--- config.mk ---
export PLATFORM = sky130hd
export DESIGN_NAME = serial_add_ctrl
export DESIGN_NICKNAME = d
export VERILOG_FILES = /design/src/rtl/serial_add_ctrl.sv
export SDC_FILE = /design/constraint.sdc
export NUM_CORES = 1
export LEC_CHECK = 0
export ABC_AREA = 1
export ABC_CLOCK_PERIOD_IN_PS = 2520
export CORE_MARGIN = 5
export CORE_UTILIZATION = 37
export DETAILED_ROUTE_END_ITERATION = 7
export PLACE_DENSITY = 0.67
export RECOVER_POWER = 25
export SKIP_CTS_REPAIR_TIMING = 1
export SLEW_MARGIN = 20
export SYNTH_ARGS = -nofsm -noshare
export SYNTH_HDL_FRONTEND = slang
export SYNTH_SLANG_ARGS = --single-unit
--- constraint.sdc ---
create_clock -name clk -period 2.52 [get_ports clk]
set_input_delay 0.252 -clock clk [delete_from_list [all_inputs] [get_ports clk]]
set_output_delay 0.252 -clock clk [all_outputs]
set_load 0.01 [all_outputs]
--- src/rtl/serial_add_ctrl.sv ---
// serial_add_ctrl: bit-serial adder, one full-adder cell reused LSB first.
// Optional subtract mode is enabled by defining SERIAL_ADD_SUB_EN.
module serial_add_ctrl #(
    parameter int WIDTH = 8
) (
    input  logic             clk,
    input  logic             rst_n,
    input  logic             start,
    input  logic [WIDTH-1:0] a,
    input  logic [WIDTH-1:0] b,
    input  logic             cin,
`ifdef SERIAL_ADD_SUB_EN
    input  logic             sub,
`endif
    output logic             busy,
    output logic             done,
    output logic [WIDTH-1:0] sum,
    output logic             cout
);

    localparam int CW = $clog2(WIDTH);

    typedef enum logic [1:0] {IDLE, RUN, DONE} state_t;

    state_t           state;
    state_t           state_nx;
    logic [CW-1:0]    cnt;
    logic [WIDTH-1:0] opa;
    logic [WIDTH-1:0] opb;
    logic [WIDTH-1:0] res;
    logic             carry;
    logic             cout_r;
    logic             fa_s;
    logic             fa_c;
    logic             last;
    logic             accept;
    logic [WIDTH-1:0] b_cap;
    logic             c_cap;

`ifdef SERIAL_ADD_SUB_EN
    // Subtract as a + ~b + 1; cin is ignored in that mode
    assign b_cap = sub ? ~b : b;
    assign c_cap = sub | cin;
`else
    assign b_cap = b;
    assign c_cap = cin;
`endif

    // The single shared full-adder cell
    assign fa_s = opa[0] ^ opb[0] ^ carry;
    assign fa_c = (opa[0] & opb[0]) | (carry & (opa[0] ^ opb[0]));

    assign last   = (cnt == CW'(WIDTH - 1));
    assign accept = start && ((state == IDLE) || (state == DONE));

    assign sum  = res;
    assign cout = cout_r;

    // State register
    always_ff @(posedge clk or negedge rst_n) begin
        if (!rst_n) state <= IDLE;
        else        state <= state_nx;
    end

    // Next-state and status outputs
    always_comb begin
        state_nx = state;
        busy     = 1'b0;
        done     = 1'b0;
        unique case (state)
            IDLE: begin
                if (start) state_nx = RUN;
            end
            RUN: begin
                busy = 1'b1;
                if (last) state_nx = DONE;
            end
            DONE: begin
                done     = 1'b1;
                state_nx = start ? RUN : IDLE;
            end
            default: state_nx = IDLE;
        endcase
    end

    // Operand capture, serial shift and result accumulation
    always_ff @(posedge clk or negedge rst_n) begin
        if (!rst_n) begin
            opa    <= '0;
            opb    <= '0;
            carry  <= 1'b0;
            cnt    <= '0;
            res    <= '0;
            cout_r <= 1'b0;
        end else if (accept) begin
            opa   <= a;
            opb   <= b_cap;
            carry <= c_cap;
            cnt   <= '0;
        end else if (state == RUN) begin
            opa   <= opa >> 1;
            opb   <= opb >> 1;
            carry <= fa_c;
            res   <= {fa_s, res[WIDTH-1:1]};
            cnt   <= cnt + CW'(1);
            if (last) cout_r <= fa_c;
        end
    end

endmodule

# Word-level counts from Yosys, hierarchy flattened
# Index checks and enable logic that the tools add are counted.
# op_classes
addsub,1
n_eq_ne,5
muxes,14
bitwise_logic,6
n_reduce_logical,7
# ops
operator,n
two-way mux 8 bit,4
two-way mux 3 bit,2
case mux 2 bit (3 select lines),1
two-way mux 1 bit,5
two-way mux 2 bit,2
!= test 2 bit (second input constant),2
AND reduction 2 bit,2
adder 3 x 1 -> 3 bit (second input constant),1
equality test 3 bit (second input constant),1
AND reduction 3 bit,1
bitwise AND 1 bit,2
equality test 2 x 1 -> 1 bit (second input constant),1
equality test 2 bit (second input constant),1
logical NOT 2 bit,1
nonzero test 2 bit,1
bitwise XOR 1 bit,2
logical AND 1 bit,1
logical OR 1 bit,1
NOT 1 bit,1
bitwise OR 1 bit,1
# word_totals
register_bits,31
input_bits,20
output_inout_bits,11
word_cells,40

# Depth between registers and ports, before layout
# depth
ltp_word,5
mapped_depth,7
mapped_depth_nobuf,6

# Least setup slack after synthesis
# Ideal clock, no wire load.
# synth_path
path_type,register to register
from,register opa[0]
to,register carry
setup_ns,0.116
arrival_time_ns,1.011
t_required_ns,2.404
setup_slack_ns,1.393
path_stages_with_launch,6
n_path_buf,0
period_less_slack_ns,1.127
cell_sequence,dfrtp_1 -> fa_1 -> nand3_1 -> nand2_1 -> inv_1 -> nand2_1
# synth_via
elab_chain_cells,5
elab_cells_between_ends,6
classes_between,2 x mux; 4 x bitwise
# synth_lines
element,line_no,source
"start, declared",28,logic [WIDTH-1:0] opa;
"start signal, assigned",101,opa <= opa >> 1;
bitwise XOR 1 bit,51,assign fa_c = (opa[0] & opb[0]) | (carry & (opa[0] ^ opb[0]));
bitwise AND 1 bit,51,
bitwise OR 1 bit (*),51,
net fa_c,34,logic fa_c;
two-way mux 1 bit (*),100,end else if (state == RUN) begin
two-way mux 1 bit (*),95,end else if (accept) begin
"end signal, assigned",98,carry <= c_cap;
"end, declared",31,logic carry;
# Mark *: on every way through the listed nets, which the timed path passes. The rest lies on a longest branch. The select of a mux whose other input is x is not followed.
# A chain may end at the register's enable or synchronous reset.

==> results_dict.tcl <==
set metrics [dict create \
    syn_area_mm2 0.00148 \
    place_area_mm2 0.00183 \
    antenna_found_initial 0 \
    cts_buffer_depth 2 \
    htree_levels 2 \
    worst_skew_pair.late_latency_ps 280 \
    layout_commonest_cell "nand2_1" \
    grt_setup_unrepaired "no" \
    cts_root_buf "clkbuf_8" \
    routed_wirelength_um 3050 \
    netlist_instances 191 \
    crit_path_start_kind "input port" \
    drive_gt1_share_pct 5.78 \
    avgSynthCellArea_um2 7.74 \
    worstPathMaxFanout 31 \
    status "finished with violations" \
    grt_max_degree 32 \
    p_int_mw 1.35 \
    p_clk_share_pct 16.7 \
    pin_count 31 \
    nets 247 \
    viasPerCell 4.58 \
    dp_hpwl_um 2130 \
    clk_transition_reported_paths_ps 60 \
    final_antenna_net_count 0 \
    crit_chain "clkdlybuf4s50_1 > clkbuf_1" \
    area_delta_synth_final_pct 28.8 \
    cp.buffers_inverters 2 \
    final_cell_area_mm2 0.00190 \
    ir_worst_vdd_mv 0.363 \
    rows 23 \
    grt_use_total_pct 13.5 \
    switching_share_pct 39.5 \
    slowest_stage "clkbuf_1" \
    drtPass1Iterations 4 \
    path_class "input port to asynchronous set/reset pin" \
    die_h_um 73.2 \
    finalSetupTns_ps 0 \
    drc_errors 0 \
    cp.required_ps 2600 \
    fmax_mhz 540 \
    initial_core_util_pct 37.5 \
    p_comb_share_pct 44.9 \
    core_region_area_mm2 0.00394 \
    slew_viol_final 32 \
    final_cells 275 \
    crit_arrival_ps 1930 \
    die-area_mm2 0.00536 \
    setup_viol 0 \
    yosysSeqAreaShare_pct 52.5 \
    relSlewSlack_pct -12.5 \
    place.port_buffers 30 \
    cp_top_family "buffers and inverters" \
    first_global_vias 1232 \
    power_mw 2.24 \
    layout_common_cells "77 x nand2_1, 31 x dfrtp_1, 30 x clkdlybuf4s50_1, 28 x inv_1, 19 x nand3_1" \
    timing_hold_violations_final 0 \
    routed-via-count 1259 \
    cts_tree "done" \
    violations "capacitance limit, slew limit" \
    diodes 0 \
    crit_path_end_kind "asynchronous set/reset pin" \
    numCtsBuffers 5 \
    cts.sinks 31 \
    grt_pass1_wl_um 5490 \
    synth-seq-cells 31 \
    die_w_um 73.2 \
    initialDrtViolationCount 104 \
    worstMarginPinSlew_ps 1690 \
    sequentialPowerShare_pct 38.5 \
    p_switching_mw 0.883 \
    hp-class "register to register" \
    ys_warn_count 0 \
    synth_cell_types 18 \
    wl_per_cell_um 11.1 \
    fin_worst_skew_ps 3.45 \
    power_density_mw_per_mm2 1170 \
    critPathMaxStageDelay_ps 1210 \
    place_inst 267 \
    finalCritPeriodShare_pct 73.5 \
    gr-total-overflow 0 \
    min_period_ps 1850 \
    p_leak_nw 1.01 \
    max_cap_viol_count 1 \
    place_congestion 0.752 \
    syn_nets 214 \
]
==> synth_stat cells, drive strengths merged <==
cell / number / area [µm²]
o21ai: 11 / 55.1
nand2: 79 / 307
nor2: 9 / 36.3
nand3b: 1 / 7.51
buf: 5 / 30.0
nand3: 19 / 95.1
clkbuf: 2 / 7.51
fa: 1 / 20.0
a21oi: 1 / 5.00
ha: 2 / 25.0
inv: 30 / 115
dfrtp: 31 / 776
==> registers in the layout, summed over array words and instances, names as in the netlist <==
signal / count
cout: 1
opa: 8
sum: 8
carry: 1
cnt: 3
state: 2
opb: 8
==> final timing paths <==
path	slack (ps)	cells past startpoint	from	end
max in group clk	740	3	state[1]$_DFFE_PN0P_	done
min in group asynchronous	870	2	rst_n	sum[1]$_DFFE_PN0P_
worst min-delay path	470	2	opa[1]$_DFFE_PN0P_	opa[1]$_DFFE_PN0P_
worst min register to register	470	2	opa[1]$_DFFE_PN0P_	opa[1]$_DFFE_PN0P_
worst max-delay path	670	2	rst_n	opb[7]$_DFFE_PN0P_
worst max register to register	890	6	state[1]$_DFFE_PN0P_	opb[1]$_DFFE_PN0P_
==> power by group through the flow <==
stage	logic (mW)	clock network (mW)	registers (mW)
2_1_floorplan	0.658	0	0.879
3_3_place_gp	0.991	0	0.861
3_5_place_dp	1.02	0	0.868
4_1_cts	1.02	0.386	0.861
5_1_grt	1.18	0.407	0.897
6_report	1.00	0.372	0.860
==> cell families after synthesis <==
family / after synthesis / synth area share [%]
AO/OA/AOI/OAI: 12 / 4.06
flip-flops: 31 / 52.5
adder cells (fa/ha/maj): 3 / 3.05
buffers and inverters: 37 / 10.3
AND/OR/NAND/NOR: 108 / 30.1
==> metrics by stage <==
step | hold slack (ps) | util [%] | worst slack [ps]
2_1_floorplan | -43.6 | - | 1390
3_3_place_gp | 455 | 46.3 | 675
3_5_place_dp | 460 | 46.3 | 589
4_1_cts | 376 | 48.4 | 718
5_1_grt | 494 | 48.3 | 364
6_report | 474 | 48.3 | 668
==> area by class of cell <==
type | instances | area, µm²
Fill cell | 405 | 2040
Sequential cell | 31 | 776
Multi-Input combinational cell | 123 | 551
Timing Repair Buffer | 33 | 319
Inverter | 30 | 115
Clock buffer | 7 | 76.3
Tap cell | 50 | 62.6
Clock inverter | 1 | 5.00
==> routing by layer <==
layer  track usage [%]  up-vias  part of all wire, %
li1                  -      641                    -
met1              17.6      581                   46
met2              20.9       30                   45
met3              4.27        7                  6.5
met4              5.33        0                  1.8
met5                 0        -                    0
==> tightest hold or removal path, stage by stage, from the launching register on <==
cell and delay (ps):
dfrtp_1 350, nand2_1 50, nand2_1 40
(Power assumes the default switching activity.)
